[config.mk]
export PLATFORM = sky130hd
export DESIGN_NAME = fetch_ctl
export DESIGN_NICKNAME = d
export VERILOG_FILES = /design/src/rtl/fetch_ctl.sv
export SDC_FILE = /design/constraint.sdc
export NUM_CORES = 1
export LEC_CHECK = 0
export BUFFER_PORTS_ARGS = -buffer_cell sky130_fd_sc_hd__buf_2
export CAP_MARGIN = 20
export CELL_PAD_IN_SITES_DETAIL_PLACEMENT = 1
export CELL_PAD_IN_SITES_GLOBAL_PLACEMENT = 1
export CORE_ASPECT_RATIO = 0.5
export CORE_MARGIN = 5
export CORE_UTILIZATION = 35
export CTS_CLUSTER_DIAMETER = 150
export DETAILED_ROUTE_END_ITERATION = 12
export PLACE_DENSITY = 0.84
export SETUP_SLACK_MARGIN = 0.3
export SLEW_MARGIN = 20
export SYNTH_ARGS = -nofsm -noshare
export SYNTH_HDL_FRONTEND = slang
export SYNTH_SLANG_ARGS = --single-unit
[constraint.sdc]
create_clock -name clk -period 5.1 [get_ports clk]
set_clock_uncertainty 0.2 [all_clocks]
set_input_delay 0.51 -clock clk [delete_from_list [all_inputs] [get_ports clk]]
set_output_delay 0.51 -clock clk [all_outputs]
set_load 0.1 [all_outputs]
[src/rtl/fetch_ctl.sv]
// fetch_ctl: sequencing controller for the 16-bit PC / instruction-fetch stage.
// Each cycle it decides the PC write enable, IF/ID hold/flush and ID/EX bubble.
// It arbitrates imem wait, load-use stall, dmem freeze, branch, jump and HALT,
// drops in-flight fetches after a redirect and drains the pipe on HALT.
//
// Optional feature macro: FETCH_CTL_PERF_EN (stall cycle counter on stall_cnt).
//
// Ports:
//   clk, rst            clock, synchronous active-low reset
//   imem_done           instruction memory returned a valid word this cycle
//   hazard_stall        load-use hazard in ID
//   dmem_stall          data memory busy, freezes whole pipe
//   br_ctl              conditional branch taken (EX)
//   jump                jump in ID
//   halt_dec            HALT decoded in ID
//   pc_en               PC register write enable
//   imem_req            fetch request at current PC
//   if_id_en            IF/ID write enable
//   if_id_flush         load NOP into IF/ID
//   id_ex_flush         load NOP into ID/EX
//   pipe_freeze         hold all pipeline registers
//   halted              sticky, processor stopped
//   err                 sticky, imem timeout
//   stall_cnt           stall cycle counter (zero unless FETCH_CTL_PERF_EN)
module fetch_ctl #(
    parameter int unsigned DRAIN_CYCLES = 3,
    parameter int unsigned IMEM_TIMEOUT = 15
) (
    input  logic        clk,
    input  logic        rst,
    input  logic        imem_done,
    input  logic        hazard_stall,
    input  logic        dmem_stall,
    input  logic        br_ctl,
    input  logic        jump,
    input  logic        halt_dec,
    output logic        pc_en,
    output logic        imem_req,
    output logic        if_id_en,
    output logic        if_id_flush,
    output logic        id_ex_flush,
    output logic        pipe_freeze,
    output logic        halted,
    output logic        err,
    output logic [15:0] stall_cnt
);

    localparam logic [2:0] S_BOOT    = 3'd0;
    localparam logic [2:0] S_FETCH   = 3'd1;
    localparam logic [2:0] S_WAIT    = 3'd2;
    localparam logic [2:0] S_DISCARD = 3'd3;
    localparam logic [2:0] S_DRAIN   = 3'd4;
    localparam logic [2:0] S_STOP    = 3'd5;

    localparam int unsigned WAIT_W  = 8;
    localparam int unsigned DRAIN_W = (DRAIN_CYCLES > 1) ? $clog2(DRAIN_CYCLES) : 1;

    localparam logic [WAIT_W-1:0]  WAIT_LAST  = WAIT_W'(IMEM_TIMEOUT - 1);
    localparam logic [DRAIN_W-1:0] DRAIN_LOAD = DRAIN_W'(DRAIN_CYCLES - 1);

    logic [2:0]         state, state_nxt;
    logic [WAIT_W-1:0]  wait_cnt, wait_nxt;
    logic [DRAIN_W-1:0] drain_cnt, drain_nxt;
    logic               err_nxt;

    // State and counter registers
    always_ff @(posedge clk) begin
        if (!rst) begin
            state     <= S_BOOT;
            wait_cnt  <= '0;
            drain_cnt <= '0;
            err       <= 1'b0;
        end else begin
            state     <= state_nxt;
            wait_cnt  <= wait_nxt;
            drain_cnt <= drain_nxt;
            err       <= err_nxt;
        end
    end

    // Next-state and output decode
    always_comb begin
        pc_en       = 1'b0;
        imem_req    = 1'b0;
        if_id_en    = 1'b0;
        if_id_flush = 1'b0;
        id_ex_flush = 1'b0;
        pipe_freeze = 1'b0;
        state_nxt   = state;
        wait_nxt    = wait_cnt;
        drain_nxt   = drain_cnt;
        err_nxt     = err;

        case (state)
            S_BOOT: begin
                if_id_flush = 1'b1;
                id_ex_flush = 1'b1;
                state_nxt   = S_FETCH;
            end
            S_FETCH, S_WAIT: begin
                imem_req = 1'b1;
                if_id_en = 1'b1;
                if (dmem_stall) begin
                    pipe_freeze = 1'b1;
                    if_id_en    = 1'b0;
                end else if (br_ctl || jump) begin
                    // Redirect; an outstanding fetch must be dropped when it lands
                    pc_en       = 1'b1;
                    if_id_flush = 1'b1;
                    id_ex_flush = br_ctl;
                    if (!imem_done) begin
                        state_nxt = S_DISCARD;
                    end else begin
                        state_nxt = S_FETCH;
                        wait_nxt  = '0;
                    end
                end else if (halt_dec) begin
                    if_id_flush = 1'b1;
                    state_nxt   = S_DRAIN;
                    drain_nxt   = DRAIN_LOAD;
                    wait_nxt    = '0;
                end else if (hazard_stall) begin
                    // Hold IF/ID even if imem is also late
                    if_id_en    = 1'b0;
                    id_ex_flush = 1'b1;
                    if (imem_done) begin
                        wait_nxt = '0;
                    end
                end else if (!imem_done) begin
                    if_id_flush = 1'b1;
                    if (state == S_WAIT && wait_cnt >= WAIT_LAST) begin
                        state_nxt = S_STOP;
                        err_nxt   = 1'b1;
                    end else begin
                        state_nxt = S_WAIT;
                        wait_nxt  = wait_cnt + WAIT_W'(1);
                    end
                end else begin
                    pc_en     = 1'b1;
                    state_nxt = S_FETCH;
                    wait_nxt  = '0;
                end
            end
            S_DISCARD: begin
                if_id_flush = 1'b1;
                if (imem_done) begin
                    state_nxt = S_FETCH;
                    wait_nxt  = '0;
                end else if (wait_cnt >= WAIT_LAST) begin
                    state_nxt = S_STOP;
                    err_nxt   = 1'b1;
                end else begin
                    wait_nxt = wait_cnt + WAIT_W'(1);
                end
            end
            S_DRAIN: begin
                if_id_flush = 1'b1;
                // Drain only advances while the data side is moving
                if (!dmem_stall) begin
                    if (drain_cnt <= DRAIN_W'(1)) begin
                        drain_nxt = '0;
                        state_nxt = S_STOP;
                    end else begin
                        drain_nxt = drain_cnt - DRAIN_W'(1);
                    end
                end
            end
            S_STOP: begin
                state_nxt = S_STOP;
            end
            default: begin
                state_nxt = S_BOOT;
            end
        endcase
    end

    assign halted = (state == S_STOP);

`ifdef FETCH_CTL_PERF_EN
    logic [15:0] stall_q;

    // Saturating count of fetch-side cycles without a PC advance
    always_ff @(posedge clk) begin
        if (!rst) begin
            stall_q <= 16'h0000;
        end else if ((state == S_FETCH || state == S_WAIT || state == S_DISCARD)
                     && !pc_en && stall_q != 16'hFFFF) begin
            stall_q <= stall_q + 16'd1;
        end
    end

    assign stall_cnt = stall_q;
`else
    assign stall_cnt = 16'h0000;
`endif

endmodule

Word level (Yosys, flattened, before mapping):

Index checks and enable logic that the tools add are counted.

* $add $sub $neg: 2
* $mul: 0
* divide/modulo/power cells: 0
* magnitude comparators: 2
* equality and inequality tests: 20
* shift-type cells: 0
* multiplexer cells: 62
* bitwise gates (word level): 0
* reduce and logical (&&, ||, !) cells: 11

Operators with widths (number)
* $mux W8: 9
* $mux W1: 31
* $mux W3: 10
* $ne A2 B2 Y1 const B: 11
* $pmux W8 S2: 1
* $pmux W3 S5: 1
* $mux W2: 6
* $reduce_and A5 Y1: 2
* $reduce_and A9 Y1: 1
* $add A8 B1 Y8 const B: 1
* $ge A8 B4 Y1 const B: 1
* $eq A3 B2 Y1 const B: 2
* $eq A3 B3 Y1 const B: 2
* $ne A3 B3 Y1 const B: 2
* $ne A6 B6 Y1 const B: 1
* $pmux W1 S2: 3
* $ne A4 B4 Y1 const B: 1
* $pmux W2 S2: 1
* $reduce_and A4 Y1: 1
* $reduce_bool A2 Y1: 2
* $eq A3 B1 Y1 const B: 1
* $logic_not A3 Y1: 1
* $reduce_or A3 Y1: 1
* $le A2 B1 Y1 const B: 1
* 4 further kinds: 4

* flip-flop bits (word level): 14
* bits in latches: 0
* bits in writable memories: 0
* memory bits (read-only): 0
* input bits: 8
* output and inout bits: 24
* word-level logic and storage cells: 101
* memories kept: 0

Longest topological paths before layout:

* depth in word-level cells: 9
* depth in mapped cells: 8
* mapped depth without buffers: 7

Worst setup path after synthesis:

Ideal clock, no wire load.

* path type: reg2reg
* from: reg state[0]
* to: reg wait_cnt[3]
* setup time: 86 ps
* arrival: 3524 ps
* data required time: 4814 ps
* slack: 1290 ps
* cell stages (with the launch flop): 7
* path buffers: 1
* clock period less this slack: 3810 ps
* path through: dfxtp_1 -> xnor2_1 -> nor3b_1 -> a2111o_1 -> buf_2 -> a21oi_1 -> a211oi_1

* word-level cells in the longest chain between the ends: 4
* elaborated cells on any way between the ends: 11
* classes of those cells: eq/ne (6); mux (1); reduce/logical (4)

RTL lines
* from (decl): line 61 `logic [2:0] state, state_nxt;`
* from (signal assigned): line 74 `state <= state_nxt;`
* $eq A3 B2 Y1 or $eq A3 B1 Y1 (tied branches): line 94, 131
* $reduce_or A2 Y1 or $logic_and A1 B1 Y1 (tied branches): line 94, 131
* $ne A6 B6 Y1 (no line) (tied with other cells)
* $reduce_and A4 Y1 (no line)
* to (signal assigned): line 75 `wait_cnt <= wait_nxt;`
* to (decl): line 62 `logic [WAIT_W-1:0] wait_cnt, wait_nxt;`

Parallel ways exist; a longest one is shown, timed or not.
A chain may end at the register's enable or synchronous reset.

Final worst setup path:

* from: reg state[0]
* to: out if_id_en

* word-level cells in the longest chain between the ends: 3
* elaborated cells on any way between the ends: 4
* classes of those cells: eq/ne (2); mux (1); reduce/logical (1)

RTL lines
* $eq A3 B2 Y1 or $eq A3 B1 Y1 (tied branches): line 94 `case (state)`
* $reduce_or A2 Y1 *: line 94
* $mux W1 *: line 94
* to (decl): line 39 `output logic if_id_en,`

Mark *: on every way between the ends. The rest lies on a longest branch, timed or not.

==> key figures <==
Power and ir drop
  – VDD IR-drop max: 0.144 mV
  – Total power: 0.443 mW
  – Leak Pwr: 0.533 nW
  – PwrDens: 337 mW/mm^2

Detailed routing
  – Final ANT Viol Nets: 0
  – DRT Wirelength: 3310 um
  – Wire length per cell: 14.8 um
  – Drt pass-1 iters: 4
  – Met2 wire length: 1580 um
  – Vias/cell: 5.41
  – Via Count: 1207
  – Top Layer Used: met4
  – 1st-iter DRT viols: 40
  – Met3 wire length: 161 um
  – Post-Route M1 WL: 1530 um
  – DRC: 0

Placement
  – HPWL reported at the end of detailed placement: 2460 um
  – GP Congestion: 0.793
  – Placed insts: 219
  – Number of port buffers: 15

STA
  – Hold Vio Cnt, Final: 0
  – Final setup violation count: 0
  – Slew Limit Fails: 0
  – Slew @ Worst Pin: 0.653 ns
  – Final setup TNS: 0 ns
  – RSZ-0062 raised after global routing: false
  – Achievable Freq: 0.358 GHz
  – Relative max-transition margin: 56.3%
  – Period utilization: 54.8%
  – Fin crit period: 2.79 ns

CTS
  – Post-CTS setup buffers: 0
  – Root buffer cell: clkbuf_8
  – Worst-path clk slew: 0.06 ns
  – Clk sink count: 14
  – CTS Buf Count: 3
  – CTS max path bufs: 2
  – Htree depth: 1
  – Post-CTS resize count: 0
  – Hold Buf Count CTS: 0
  – Later-pin clock latency in the skew report: 0.25 ns
  – TritonCTS clock tree: yes

Global routing
  – First-pass GRT wire length: 5690 um
  – Gr usage total: 14.3%
  – Total grt overflow: 0
  – Largest net degree at the start of global routing: 21
  – Initial antenna violation count: 0
  – Vias in the first global route: 1223

Floorplanning
  – Core Area: 0.00342 mm^2
  – Die outline area: 0.00487 mm^2
  – Die X: 93.8 um
  – Io pins: 32
  – Starting density of the core: 36.0%
  – Die height: 51.9 um
  – Std cell rows: 15

Cells and area
  – Most frequent cells in the layout: conb_1 (16), buf_2 (15), dfxtp_1 (14)
  – NumNets Final: 183
  – Fraction of layout cells with a size suffix above 1: 15.1%
  – # fillers: 454
  – Area Overhead vs Synth: 7.23%
  – Inserted Diodes: 0
  – Fin util: 38.6%
  – Commonest non-fill, non-tap cell in the layout: conb_1
  – Final Non-Filler Cells: 223

Yosys
  – Sequential fraction of the synthesis area: 22.8%
  – Post-Syn Instances: 164
  – Synth Register Bits: 14
  – Ys flop type: dfxtp_1
  – EDFF count, synth: 0
  – Yosys cell types: 47
  – Mapped Avg Cell Area: 7.49 um^2
  – Post-synth ARST share: 0%
  – Post-Synthesis Cell Area: 0.00123 mm^2
  – Yosys warns: 0

Setup path
  – Crit path launch type: flip-flop
  – Kind of critical path: flip-flop to output pin
  – Crit end category: output pin
  – R2R Path Start: wait_cnt[0]
  – Worst r2r path cells: 7
  – Crit-path max cell delay: 0.64 ns
  – R2R Setup Slk: 2.44 ns
  – CP arrival: 2.08 ns
  – Critical Path, Cell by Cell: xnor2_1, or2_2, nor3_1, buf_2
  – Worst-path fanout max: 15
  – Endpoint of the worst-slack reg-to-reg timing path: wait_cnt[5]
  – Critical path data required time: 4.39 ns
  – Slowest CP cell: dfxtp_1

Min path
  – WHS Endpoint: err
  – Hold Path Cell Cnt: 1
  – HP Start: err
  – Hold WC Path Type: flip-flop to flip-flop

Job
  – Max_cap viols: 0

Run status
  – Status: finished, final reports clean
worst max path at each step:
stage               startpoint     endpoint  slack [ns]  depth (start not counted)
finish                state[0]     if_id_en        2.31                          4
global placement      halt_dec  id_ex_flush        2.50                          7
floorplan             state[0]  wait_cnt[3]        1.29                          6
global route          state[0]     if_id_en        2.20                          4
CTS                   state[0]     if_id_en        2.31                          4
detailed placement    halt_dec  id_ex_flush        2.47                          7
final cells by class:
| type | instances | area (um^2) | share of cell area (%) |
|---|---|---|---|
| repair buffers | 15 | 75.1 | 5.70 |
| multi-input cells | 134 | 825 | 62.6 |
| inverters | 5 | 18.8 | 1.42 |
| clock buffers | 4 | 55.1 | 4.18 |
| flip-flops and latches | 14 | 280 | 21.3 |
| well taps | 51 | 63.8 | 4.84 |
sequential cells by signal, summed over array words and instances, names as in the netlist:
| name | cells |
|---|---|
| drain_cnt | 2 |
| state | 3 |
| wait_cnt | 8 |
| err | 1 |
layer usage:
| metal | vias to the layer above | global-route usage [%] |
|---|---|---|
| li1 | 589 | - |
| met1 | 581 | 18.1 |
| met2 | 33 | 25.6 |
| met3 | 4 | 2.60 |
| met4 | 0 | 3.36 |
| met5 | - | 0 |
report_power, final:
part | leakage, nW | switching (mW) | internal (mW)
logic | 0.391 | 0.173 | 0.0334
registers | 0.113 | 0.0118 | 0.114
clock network | 0.0288 | 0.0425 | 0.0685
cell families after synthesis:
logic type	count (synthesis)	share of synthesized area, %
AND/OR/NAND/NOR	60	27.8
AO/OA/AOI/OAI	53	30.0
adder cells (fa/ha/maj)	3	2.85
other	1	0.305
multiplexers	1	0.815
XOR/XNOR	1	0.713
buffers and inverters	31	14.7
flip-flops	14	22.8
worst max-delay path, delay by kind of cell, from the launching register on:
kind                      cells  cell delay (ns)
xor gates and xnor gates      1             0.18
buffers and inverters         1             0.46
DFF                           1             0.64
and+or+nand+nor               2             0.54
cells in the mapped netlist, drive strengths merged (3+ instances only):
cell type,n,area [um^2]
and3,5,31.3
nand3,5,25.0
nor3,5,25.0
nor3b,5,37.5
a21oi,8,40.0
o22ai,5,31.3
a211oi,3,22.5
inv,5,18.8
buf,19,135
nor2,12,45.0
o21a,3,22.5
a31oi,5,31.3
clkbuf,7,26.3
nand2,12,45.0
o221a,3,33.8
dfxtp,14,280
o21ai,11,55.1
through the flow:
step           hold slack (ns)  worst slack, ns  instance area [um^2]
2_1_floorplan            0.240             1.29                  1280
4_1_cts                  0.281             2.31                  1320
3_3_place_gp             0.242             2.50                  1260
5_1_grt                  0.306             2.20                  1320
3_5_place_dp             0.267             2.47                  1260
6_report                 0.272             2.31                  1320
No activity file was read; power rests on OpenSTA's default activity.
